===== config.mk =====
export PLATFORM = sky130hd
export DESIGN_NAME = int2fp_seq
export DESIGN_NICKNAME = d
export VERILOG_FILES = /design/src/rtl/int2fp_seq.sv
export SDC_FILE = /design/constraint.sdc
export NUM_CORES = 1
export LEC_CHECK = 0
export CAP_MARGIN = 20
export CORE_MARGIN = 1
export CORE_UTILIZATION = 40
export DETAILED_ROUTE_END_ITERATION = 8
export HOLD_SLACK_MARGIN = 0.08
export PLACE_DENSITY = 0.72
export SETUP_SLACK_MARGIN = 0.05
export SYNTH_ARGS = -nofsm -noshare
export SYNTH_HDL_FRONTEND = slang
export SYNTH_SLANG_ARGS = --single-unit

===== constraint.sdc =====
create_clock -name clk -period 3.15 [get_ports clk]
set_input_delay 0.63 -clock clk [delete_from_list [all_inputs] [get_ports clk]]
set_output_delay 0.63 -clock clk [all_outputs]
set_load 0.05 [all_outputs]

===== src/rtl/int2fp_seq.sv =====
// Sequential signed 32-bit integer to IEEE-754 single-precision converter.
// Normalizes one bit per cycle, then rounds to nearest-even on the final edge.
module int2fp_seq (
    input  logic        clk,
    input  logic        rst_n,
    input  logic        start,
    input  logic [31:0] vin,
    output logic [31:0] vout,
    output logic        done,
    output logic        busy,
    output logic        state_dbg
);

    typedef enum logic {
        IDLE = 1'b0,
        NORM = 1'b1
    } state_t;

    state_t      state, state_nx;
    logic        sgn, sgn_nx;
    logic [31:0] mag, mag_nx;
    logic [7:0]  exp_r, exp_nx;
    logic [31:0] vout_nx;
    logic        done_nx;

    logic [31:0] vin_abs;
    logic        round_up;
    logic [23:0] frac_rnd;
    logic [7:0]  exp_rnd;

    // Two's-complement negation maps -2^31 onto 0x80000000, which is its magnitude.
    assign vin_abs  = vin[31] ? (~vin + 32'd1) : vin;

    // Nearest-even: guard is mag[7], sticky is mag[6:0], lsb of the fraction is mag[8].
    assign round_up = mag[7] & ((|mag[6:0]) | mag[8]);
    assign frac_rnd = {1'b0, mag[30:8]} + {23'd0, round_up};
    assign exp_rnd  = exp_r + {7'd0, frac_rnd[23]};

    always_comb begin
        state_nx = state;
        sgn_nx   = sgn;
        mag_nx   = mag;
        exp_nx   = exp_r;
        vout_nx  = vout;
        done_nx  = 1'b0;
        case (state)
            IDLE: begin
                if (start) begin
                    if (vin == 32'd0) begin
                        vout_nx = 32'd0;
                        done_nx = 1'b1;
                    end else begin
                        sgn_nx   = vin[31];
                        mag_nx   = vin_abs;
                        exp_nx   = 8'd158;
                        state_nx = NORM;
                    end
                end
            end
            NORM: begin
                if (!mag[31]) begin
                    mag_nx = {mag[30:0], 1'b0};
                    exp_nx = exp_r - 8'd1;
                end else begin
                    // On fraction overflow frac_rnd[22:0] is already zero.
                    vout_nx  = {sgn, exp_rnd, frac_rnd[22:0]};
                    done_nx  = 1'b1;
                    state_nx = IDLE;
                end
            end
            default: state_nx = IDLE;
        endcase
    end

    always_ff @(posedge clk or negedge rst_n) begin
        if (!rst_n) begin
            state <= IDLE;
            sgn   <= 1'b0;
            mag   <= 32'd0;
            exp_r <= 8'd0;
            vout  <= 32'd0;
            done  <= 1'b0;
        end else begin
            state <= state_nx;
            sgn   <= sgn_nx;
            mag   <= mag_nx;
            exp_r <= exp_nx;
            vout  <= vout_nx;
            done  <= done_nx;
        end
    end

    assign busy      = (state == NORM);
    assign state_dbg = state;

endmodule


* Word level (Yosys, flattened, before mapping) *
Index checks and enable logic that the tools add are counted.
W data, S select, Z words.

storage, ports and cells
  flip-flop bits (word level) = 75
  bits of input ports = 35
  output and inout port bits = 35
  logic and storage cells = 48

cells by class
  add/subtract/negate cells = 4
  equal/unequal tests = 5
  multiplexer cells = 21
  bitwise gates (word level) = 5
  reductions and logical operators = 6

operators with widths
  kind                     number
  $mux W32                 7
  $pmux W32 S2             2
  $add A32 B1 Y32 const B  1
  $logic_not A32 Y1        1
  $not A32 Y32             1
  $add A23 B1 Y24          1
  $mux W8                  3
  $pmux W8 S2              1
  $reduce_and A3 Y1        3
  $add A8 B1 Y8            1
  $ne A2 B2 Y1 const B     4
  $sub A8 B1 Y8 const B    1
  $reduce_or A7 Y1         1
  $mux W1                  6
  $pmux W1 S2              2
  $ne A2 B1 Y1 const B     1
  $not A1 Y1               2
  $reduce_and A2 Y1        1
  $and A1 B1 Y1            1
  $or A1 B1 Y1             1

* Logic depth before layout (Yosys ltp) *
  word-level depth = 7
  depth in mapped cells = 10
  depth with buffers taken out = 10

* Worst setup path after synthesis *
No wires, ideal clock.

  kind = input to register
  start point = in vin[6]
  end point = reg mag[28]
  setup time = 126 ps
  arrival time = 2814 ps
  data required time = 3024 ps
  setup slack = 210 ps
  stages on the path = 8
  buffers on the path = 4
  cell sequence = or4_1 -> clkbuf_1 -> or3_1 -> buf_2 -> o41a_1 -> buf_4 -> buf_6 -> a221o_1

on the way
  word-level cells in the longest chain between the ends = 6

RTL lines
  what                  RTL line  RTL
  from (decl)           7         input logic [31:0] vin,
  $not A32 Y32          32        assign vin_abs = vin[31] ? (~vin + 32'd1) : vin;
  $add A32 B1 Y32       32
  $mux W32              32
  $mux W32              49        if (vin == 32'd0) begin
  $mux W32              48        if (start) begin
  $pmux W32 S2          46        case (state)
  to (signal assigned)  86        mag <= mag_nx;
  to (decl)             21        logic [31:0] mag, mag_nx;

Parallel ways exist; a longest one is shown, timed or not. The select of a mux whose other input is x is not followed.
A chain may end at the register's enable or synchronous reset.

* Worst setup path in the final report *
  start point = in vin[0]
  end point = reg vout[18]

on the way
  word-level cells in the longest chain between the ends = 3

RTL lines
  what                                RTL line  RTL
  $logic_not A32 Y1                   49
  $ne A2 B2 Y1 (no source line)       n/a
  $reduce_and A3 Y1 (no source line)  n/a
  to (signal assigned)                88        vout <= vout_nx;
  to (decl)                           8         output logic [31:0] vout,

Every way passes these cells.

==> results.cfg <==
[drt]
drc = 0
drtAntennaViolNets = 0
vias = 4002
firstDrtPassIters = 5
wl_per_cell_um = 16.7
vias_per_cell = 5.73
drt_iter0_markers = 326
routed_wirelength_um = 11600

[power_and_ir_drop]
peakVddDrop_uv = 514
clkPwrFrac = 0.136
power_density_nw_per_um2 = 950
pwr-share-comb = 0.522
p_leak_uw = 0.00240
power_switching_uw = 2540
cell_internal_pwr_uw = 2970
sequentialPowerShare = 0.342
swShare = 0.461

[die]
coreArea_um2 = 10900
die_x_um = 108
rows = 38
ioPinCount = 70
dieArea_um2 = 11700
initial_core_util = 0.413
die_y_um = 108

[setup_path]
reg2regPathDepth = 10
cp_max_fo = 11
cp.required_ps = 3390
crit_type = input pin to flop
setup.worst_path.end_class = flop
ff2ff_setup_slack_ps = 390
worst_setup_path_start_kind = input pin
cp.arrival_ps = 3250

[global_route]
grtUsageTotal = 0.208
grt_pass1_vias = 3774
grt_start_max_net_pins = 76
antenna_found_initial = 0
grt_first_pass_wirelength_um = 19100
grt.overflow.total = 0

[logic_synthesis]
syn_area_um2 = 4490
synth_cell_types = 49
yosysWarnings = 0
async_flop_share = 1.00
synth_flop_cell = dfrtp_1
synth_edf_count = 0
synth_seq_area_share = 0.418
synth-seq-cells = 75
syn_avg_cell_area_um2 = 9.72
synth_nets = 502
netlist_instances = 462

[sta]
relSlewSlack = 0.421
rsz0062_at_grt = false
finalCriticalPeriod_ps = 3000
finClkSkew_ps = 10.6
setup_viol = 0
tightest_slew_ps = 869
fmax_ghz = 0.333
drv_slew = 0
hold_viol = 0
fin_crit_sh = 0.954

[place]
dp_hpwl_um = 8550
io_buffers = 69
gp_congestion = 0.851
placed_cells = 683

[clock_tree]
cts_htree_levels = 3
holdBufCountCts = 0
cts-root-buf = clkbuf_8
cts_tree = yes
clock-sinks = 75
cts_setup_buffers = 0
cts_resized = 0
worstSkewPairLatency_ps = 350
path_clk_slew_ps = 80
clockBufferDepth = 2
numCtsBuffers = 9

[layout]
area_growth_pct = 29.1
instances_no_fill = 698
fin_util = 0.532
antenna_cells = 0
nNetsFinal = 594
final_cell_mix = dfrtp_1, clkdlybuf4s50_1, buf_4
layout-drive-gt1-share = 0.133
layout_commonest_cell = dfrtp_1

[flow_run]
cap_violations = 0

[outcome]
status = complete, no violations

[min_path]
min-delay-path-class = input pin to async pin
==> power by group through the flow <==
stage / clock (µW) / sequential [µW] / combinational [µW]
final: 752 / 1880 / 2870
after global routing: 803 / 1940 / 3080
after CTS: 767 / 1880 / 2860
after detailed placement: 0 / 1890 / 2860
after global placement: 0 / 1870 / 2770
after floorplan: 0 / 2360 / 1380
==> synth_stat cells (8+ instances only) <==
| cell | instances | area share |
|---|---|---|
| dfrtp_1 | 75 | 0.42 |
| xor2_1 | 35 | 0.068 |
| xnor2_1 | 27 | 0.053 |
| clkbuf_1 | 26 | 0.022 |
| nand2_1 | 26 | 0.022 |
| a22o_1 | 25 | 0.049 |
| o21ai_0 | 24 | 0.027 |
| nor2_1 | 22 | 0.018 |
| inv_1 | 14 | 0.012 |
| nand3_1 | 14 | 0.016 |
| nor3_1 | 14 | 0.016 |
| o41ai_1 | 14 | 0.027 |
| mux2i_1 | 13 | 0.029 |
| a21oi_1 | 10 | 0.011 |
| a32oi_1 | 10 | 0.019 |
| o31ai_1 | 10 | 0.017 |
| nor4_1 | 9 | 0.013 |
| or3_1 | 8 | 0.011 |
==> critical path, cell delays in order <==
cell             delay [ps]
clkdlybuf4s50_1         440
inv_1                    90
ha_1                    170
or3b_2                  460
or3_1                   370
buf_4                   180
nor4_2                  300
a21oi_2                 150
buf_4                   210
a22o_1                  240
==> final timing paths <==
check                               from        to
max in group asynchronous          rst_n   mag[17]
worst min register to register  vout[28]  vout[28]
worst max-delay path              vin[0]  vout[18]
worst max register to register   mag[13]  vout[30]
min in group clk                vout[28]  vout[28]
worst min-delay path               rst_n      done
==> kinds of logic (layout without fill, tap and decap cells) <==
| kind of cell | Yosys count | count (layout) | synth area share |
|---|---|---|---|
| compound gates | 123 | 123 | 0.211 |
| xor+xnor | 62 | 62 | 0.121 |
| fa+ha+maj | 5 | 5 | 0.0139 |
| buf+inv | 50 | 146 | 0.0479 |
| flops | 75 | 75 | 0.418 |
| mux | 13 | 13 | 0.0290 |
| simple gates | 134 | 134 | 0.160 |
==> final cells by class <==
class                           count  area [µm²]
Clock buffer                       11         151
Clock inverter                      4        50.0
Fill cell                        1003        5090
Inverter                           14        52.6
Multi-Input combinational cell    337        2420
Sequential cell                    75        1880
Tap cell                          140         175
Timing Repair Buffer              117        1070
==> flip-flops by register name, summed over array words and instances, names as in the netlist <==
| signal | flops |
|---|---|
| mag | 32 |
| exp_r | 8 |
| busy | 1 |
| done | 1 |
| sgn | 1 |
| vout | 32 |
==> layer usage <==
layer | GRT usage | up-vias | share of wire
met5 | 0 | - | 0
met3 | 0.0362 | 12 | 0.056
met1 | 0.288 | 1932 | 0.45
li1 | - | 1908 | -
met2 | 0.333 | 150 | 0.48
met4 | 0.0626 | 0 | 0.014
==> per-stage QoR <==
step	instance area (µm²)	hold WS, ps	power (µW)	setup TNS (ps)	setup slack (ps)
final	5800	295	5510	0	146
after global routing	5800	324	5830	0	28.5
after CTS	5780	313	5510	0	104
after detailed placement	5580	467	4750	-11560	-247
after global placement	5580	466	4640	-8070	-178
after floorplan	4490	334	3740	0	210
Power figures use the tool's default switching activity.
